<file path="src/rtl/rx_unstuff_shift_if.sv">
// ---------------------------------------------------------------------------
// rx_unstuff_shift_if
// Bundles the serial receive side of the unstuff/shift stage.
//   d_orig       : NRZI-decoded serial bit from the decode stage
//   shift_enable : one-cycle strobe marking the sample point of d_orig/eop
//   eop          : end-of-packet, meaningful only while shift_enable=1
//   rx_data      : last completed byte, LSB received first
//   byte_ready   : one-cycle pulse when rx_data is updated
//   partial_err  : one-cycle pulse when eop arrives with a partial byte
//   stuff_err    : one-cycle pulse on a bit-stuff violation
// Modports: master drives the serial inputs, slave is the unstuff stage.
// ---------------------------------------------------------------------------
interface rx_unstuff_shift_if;
    logic       d_orig;
    logic       shift_enable;
    logic       eop;
    logic [7:0] rx_data;
    logic       byte_ready;
    logic       partial_err;
    logic       stuff_err;

    modport master (
        output d_orig, shift_enable, eop,
        input  rx_data, byte_ready, partial_err, stuff_err
    );

    modport slave (
        input  d_orig, shift_enable, eop,
        output rx_data, byte_ready, partial_err, stuff_err
    );
endinterface

</file>
<file path="src/rtl/rx_unstuff_shift.sv">
// ---------------------------------------------------------------------------
// rx_unstuff_shift
// Removes stuffed bits from the decoded serial stream and assembles bytes,
// LSB first.
// Ports:
//   clk   : system clock, all updates on the rising edge
//   n_rst : asynchronous active-low reset
//   bus   : rx_unstuff_shift_if.slave (d_orig, shift_enable, eop in;
//           rx_data, byte_ready, partial_err, stuff_err out)
// Handshake: there is no back-pressure. A cycle with shift_enable=1 is one
// bit-sample; the stage always accepts it. Every output pulse is registered
// and appears in the cycle after the strobe that caused it, lasting one cycle.
// Optional feature: define RX_STUFF_ERR_EN to flag a stuff bit of value 1 on
// stuff_err and drop the partial byte. Otherwise stuff_err is tied to 0.
// ---------------------------------------------------------------------------
module rx_unstuff_shift (
    input  logic                 clk,
    input  logic                 n_rst,
    rx_unstuff_shift_if.slave    bus
);

    logic [7:0] shift_reg;
    logic [7:0] shift_next;
    logic [2:0] bit_cnt;
    logic [2:0] ones_cnt;
    logic [7:0] rx_data_r;
    logic       byte_ready_r;
    logic       partial_err_r;
`ifdef RX_STUFF_ERR_EN
    logic       stuff_err_r;
`endif

    // New bit enters at the top so that after eight shifts the first bit
    // received sits in bit 0.
    always_comb begin
        shift_next = {bus.d_orig, shift_reg[7:1]};
    end

    always_ff @(posedge clk or negedge n_rst) begin
        if (!n_rst) begin
            shift_reg     <= 8'h00;
            bit_cnt       <= 3'd0;
            ones_cnt      <= 3'd0;
            rx_data_r     <= 8'h00;
            byte_ready_r  <= 1'b0;
            partial_err_r <= 1'b0;
`ifdef RX_STUFF_ERR_EN
            stuff_err_r   <= 1'b0;
`endif
        end else begin
            byte_ready_r  <= 1'b0;
            partial_err_r <= 1'b0;
`ifdef RX_STUFF_ERR_EN
            stuff_err_r   <= 1'b0;
`endif
            if (bus.shift_enable) begin
                if (bus.eop) begin
                    // End of packet wins over everything; d_orig is ignored.
                    partial_err_r <= (bit_cnt != 3'd0);
                    bit_cnt       <= 3'd0;
                    ones_cnt      <= 3'd0;
                    shift_reg     <= 8'h00;
                end else if (ones_cnt == 3'd6) begin
                    // Bit after six ones is a stuff bit and never data.
                    ones_cnt <= 3'd0;
`ifdef RX_STUFF_ERR_EN
                    if (bus.d_orig) begin
                        stuff_err_r <= 1'b1;
                        bit_cnt     <= 3'd0;
                        shift_reg   <= 8'h00;
                    end
`endif
                end else begin
                    shift_reg <= shift_next;
                    bit_cnt   <= bit_cnt + 3'd1;
                    ones_cnt  <= bus.d_orig ? (ones_cnt + 3'd1) : 3'd0;
                    if (bit_cnt == 3'd7) begin
                        rx_data_r    <= shift_next;
                        byte_ready_r <= 1'b1;
                    end
                end
            end
        end
    end

    assign bus.rx_data     = rx_data_r;
    assign bus.byte_ready  = byte_ready_r;
    assign bus.partial_err = partial_err_r;
`ifdef RX_STUFF_ERR_EN
    assign bus.stuff_err   = stuff_err_r;
`else
    assign bus.stuff_err   = 1'b0;
`endif

endmodule

</file>
<file path="src/flat_wrapper.sv">
// flat-port wrapper written by rule: the top's interface ports become plain ports
module rx_unstuff_shift_flat 
  (clk, n_rst, bus_d_orig, bus_shift_enable, bus_eop, bus_rx_data, bus_byte_ready, bus_partial_err, bus_stuff_err);
  rx_unstuff_shift_if bus_i ();
  input  logic clk;
  input  logic n_rst;
  input wire logic [$bits(bus_i.d_orig)-1:0] bus_d_orig;
  input wire logic [$bits(bus_i.shift_enable)-1:0] bus_shift_enable;
  input wire logic [$bits(bus_i.eop)-1:0] bus_eop;
  output wire logic [$bits(bus_i.rx_data)-1:0] bus_rx_data;
  output wire logic [$bits(bus_i.byte_ready)-1:0] bus_byte_ready;
  output wire logic [$bits(bus_i.partial_err)-1:0] bus_partial_err;
  output wire logic [$bits(bus_i.stuff_err)-1:0] bus_stuff_err;
  assign bus_i.d_orig = bus_d_orig;
  assign bus_i.shift_enable = bus_shift_enable;
  assign bus_i.eop = bus_eop;
  assign bus_rx_data = bus_i.rx_data;
  assign bus_byte_ready = bus_i.byte_ready;
  assign bus_partial_err = bus_i.partial_err;
  assign bus_stuff_err = bus_i.stuff_err;
  rx_unstuff_shift u_core (.clk(clk), .n_rst(n_rst), .bus(bus_i));
endmodule
</file>
<file path="config.mk">
export PLATFORM = sky130hd
export DESIGN_NAME = rx_unstuff_shift_flat
export DESIGN_NICKNAME = d
export VERILOG_FILES = /design/src/rtl/rx_unstuff_shift_if.sv /design/src/rtl/rx_unstuff_shift.sv /design/src/flat_wrapper.sv
export SDC_FILE = /design/constraint.sdc
export NUM_CORES = 1
export LEC_CHECK = 0
export ABC_AREA = 1
export CAP_MARGIN = 20
export CORE_AREA = 2 2 71 73
export DETAILED_ROUTE_END_ITERATION = 8
export DIE_AREA = 0 0 73 75
export SYNTH_ARGS = -nofsm -noshare
export SYNTH_HDL_FRONTEND = slang
export SYNTH_SLANG_ARGS = --single-unit
</file>
<file path="constraint.sdc">
create_clock -name clk -period 1.45 [get_ports clk]
set_clock_uncertainty 0.15 [all_clocks]
set_input_delay 0.2175 -clock clk [delete_from_list [all_inputs] [get_ports clk]]
set_output_delay 0.2175 -clock clk [all_outputs]
set_load 0.02 [all_outputs]
</file>
==> impl_table.tex <==
\begin{tabular}{lr}
\hline
Metric & Value \\
\hline
\multicolumn{2}{l}{\textbf{Clock tree}} \\
CTS Root Buffer Type & sky130\_fd\_sc\_hd\_\_clkbuf\_8 \\
Hold-fix buffers at CTS & 0 \\
TritonCTS clock tree & yes \\
Bufs on Longest Clock Path & 2 \\
Register clock-pin slew on the reported worst setup and hold paths & $\sim$0.080 ns \\
Worst-Skew Late Latency & between 0.2 and 0.3 ns \\
H-tree levels & 1 \\
Total CTS buffers & 3 \\
CTS sink count & 23 \\
\multicolumn{2}{l}{\textbf{Logic synthesis}} \\
Number of nets produced by synthesis & 128 \\
Sequential-to-total area share from yosys stat & between 50\% and 60\% \\
Number of distinct library cells after synthesis & 17 \\
Area of the mapped netlist & 1139 µm² \\
Register bit total from synthesis & 23 \\
Count of mapped cells out of synthesis & between 100 and 150 \\
Number of warnings reported in the yosys synthesis log & 0 \\
Synthesized area per cell & slightly below 10 µm² \\
\multicolumn{2}{l}{\textbf{Place}} \\
Detailed placer's ending HPWL & $\sim$1.5 mm \\
GP Congestion & about 0.72 \\
PortBufs & 14 \\
\multicolumn{2}{l}{\textbf{Floorplan}} \\
Die width & 73 µm \\
Die Outline Area & 5475 µm² \\
Die span in y & $\sim$75 µm \\
Number of placement rows & 25 \\
Initial core utilization & 24.43\% \\
Area of the core & 4661 µm² \\
IO Count & 16 \\
\multicolumn{2}{l}{\textbf{GRT}} \\
Overflow after GRT & 0 \\
Number of antenna violations at the first check in global routing & 0 \\
Wire length of the first global-routing pass & between 3 and 4 mm \\
Pin count of the biggest net entering global routing & 24 \\
Number of global-route vias before repair & 800 \\
Total global-route track usage & around 8.5\% \\
\multicolumn{2}{l}{\textbf{Finish}} \\
Final nets & approximately 150 \\
Synthesis-to-finish area growth & 30.99\% \\
Layout cell share with drive strength beyond 1 & $\sim$27\% \\
Filler cell count in the final layout & 480 \\
Number of flip-flops under the largest register name & 8 \\
ANT cells & 0 \\
Register area & about 580 µm² \\
Multi-input combinational cell area & about 470 µm² \\
Fraction of the core area covered by cells at the end of the flow & between 30\% and 40\% \\
\multicolumn{2}{l}{\textbf{Timing}} \\
Hold Worst Slack & approximately 0.15 ns \\
Number of endpoints with negative hold slack in the final report & 0 \\
Period Utilization, post-route & between 90\% and 100\% \\
Minimum clock period & roughly 1.4 ns \\
Total Neg Setup Slack & 0 ns \\
Count of pins over their slew limit & 0 \\
Total setup violations reported at the end of the flow & 0 \\
Maximum clock frequency & 0.7116 GHz \\
\multicolumn{2}{l}{\textbf{Setup path}} \\
Critical path cell sequence & ha\_2 > ha\_4 > nand2\_4 > clkinv\_4 > buf\_4 > nand4\_1 > nand2\_1 \\
Critical setup path kind & reg -> reg \\
Worst Setup Start Kind & register \\
Kind of cell adding the most delay to the critical path & flip-flops \\
Setup crit end kind & register \\
Worst-path cell with the longest stage delay & sky130\_fd\_sc\_hd\_\_dfrtp\_1 \\
Number of buffer and inverter stages on the critical path & 2 \\
Data arrival time of the critical path & 1.42 ns \\
Delay contributed by the slowest stage of the critical path & between 0.3 and 0.4 ns \\
Critical path fanouts, max & 7 \\
Critical path data required time & around 1.5 ns \\
\multicolumn{2}{l}{\textbf{Drt}} \\
Detailed Route Iter0 Violations & 40 \\
First-pass detailed-route iteration total & 4 \\
Number of vias in the routed layout & approximately 830 \\
Number of DRC violations after detailed routing & 0 \\
Per-cell routed wire length & roughly 11 µm \\
Routed wire length & $\sim$2.1 mm \\
Remaining antenna violation count after routing & 0 \\
Vias/cell & about 4.3 \\
\multicolumn{2}{l}{\textbf{Run}} \\
Number of max-cap violations & 0 \\
\multicolumn{2}{l}{\textbf{Pwr}} \\
Total chip power & between 1 and 1.5 mW \\
Leakage power total & roughly 0.79 nW \\
Worst vdd rail ir drop & 0.6345 mV \\
PD cells & about 820 nW/µm² \\
\multicolumn{2}{l}{\textbf{Status}} \\
Outcome & complete, no violations \\
\multicolumn{2}{l}{\textbf{Worst hold path}} \\
Type of the worst min-delay path & in -> async \\
\hline
\end{tabular}
Yosys cell counts, drive strengths merged:
library cell,n,share of area (%)
nand4,8,4.4
ha,5,5.5
dfrtp,23,51
conb,1,0.33
buf,6,4.9
inv,18,5.9
nand2,29,10
clkinv,1,0.77
nand3,14,8.1
o21ai,12,8.6
a21oi,1,0.44
cells in the final DEF (no fill, tap or decap), types with 3 or more instances in the layout:
master | Yosys | layout
sky130_fd_sc_hd__nand2_4 | 0 | 3
sky130_fd_sc_hd__clkdlybuf4s50_1 | 0 | 3
sky130_fd_sc_hd__nand4_1 | 8 | 8
sky130_fd_sc_hd__nand3_1 | 11 | 11
sky130_fd_sc_hd__o21ai_2 | 10 | 10
sky130_fd_sc_hd__nand2_1 | 25 | 25
sky130_fd_sc_hd__inv_1 | 17 | 16
sky130_fd_sc_hd__clkbuf_8 | 0 | 3
sky130_fd_sc_hd__dlygate4sd2_1 | 0 | 10
sky130_fd_sc_hd__dfrtp_1 | 23 | 23
sky130_fd_sc_hd__buf_4 | 3 | 8
path summary, 6_finish.rpt:
path	start	to	slack (ns)	cells past startpoint
worst max-delay path	u_core.bit_cnt[1]	u_core.bus.rx_data[6]	0.04	7
worst min-delay path	n_rst	u_core.bus.rx_data[4]	0.15	2
worst max register to register	u_core.bit_cnt[1]	u_core.bus.rx_data[6]	0.04	7
worst min register to register	u_core.bus.rx_data[6]	u_core.bus.rx_data[6]	0.32	2
max in group asynchronous	n_rst	u_core.bit_cnt[0]	0.76	2
min in group clk	bus_shift_enable	u_core.ones_cnt[2]	0.30	4
cell type report:
| cell class | count | area share, % |
|---|---|---|
| clock buffer | 3 | 2.768 |
| clock inverter | 1 | 0.3356 |
| inverter | 19 | 5.117 |
| multi-input combinational | 70 | 31.71 |
| sequential | 23 | 38.59 |
| tap | 54 | 4.530 |
| timing repair buffer | 26 | 16.95 |
where the power goes:
group,internal [mW],switching (mW),leakage (nW)
Combinational,0.0642,0.0841,0.450
Clock,0.192,0.208,0.0255
Sequential,0.659,0.0133,0.317
repair_timing:
| item | 4_1_cts | 5_1_grt |
|---|---|---|
| resized for setup | 12 | 12 |
| endpoints found under the setup margin | 25 | 16 |
| gates cloned | 0 | 0 |
| buffers inserted | 0 | 2 |
| pin swaps | 0 | 3 |
metal layers:
layer  wire length (µm)  GRT usage (%)  part of all wire (%)  vias up
li1                   -              -                     -      426
met1               1050          10.46                    50      389
met2                933          13.91                    44       17
met3                106          3.213                   5.0        2
met4                 12          2.469                  0.57        0
met5                  0              0                     0        -
stage by stage:
| step | setup slack, ns | std cells | instance area (µm²) |
|---|---|---|---|
| 3_3_place_gp | -0.1439 | 190 | 1390 |
| 5_1_grt | -0.007379 | 196 | 1491 |
| 4_1_cts | 0.01153 | 194 | 1431 |
| 2_1_floorplan | 0.1124 | 118 | 1139 |
| 6_report | 0.04469 | 196 | 1491 |
| 3_5_place_dp | -0.1570 | 190 | 1390 |
worst register-to-register path, delay by kind of cell, from the launching register on:
family | cells | cell delay, ns
adder cells (fa/ha/maj) | 2 | 0.36
buffers and inverters | 2 | 0.22
flip-flops | 1 | 0.39
AND/OR/NAND/NOR | 3 | 0.17
kinds of logic (layout without fill, tap and decap cells):
kind of cell / after synthesis / in the layout / share of synthesized area [%]
AO/OA/AOI/OAI: 13 / 13 / 9.010
adder cells (fa/ha/maj): 5 / 5 / 5.495
buffers and inverters: 25 / 49 / 11.65
flip-flops: 23 / 23 / 50.55
other: 1 / 1 / 0.3294
AND/OR/NAND/NOR: 51 / 51 / 22.97
(Power assumes the default switching activity.)
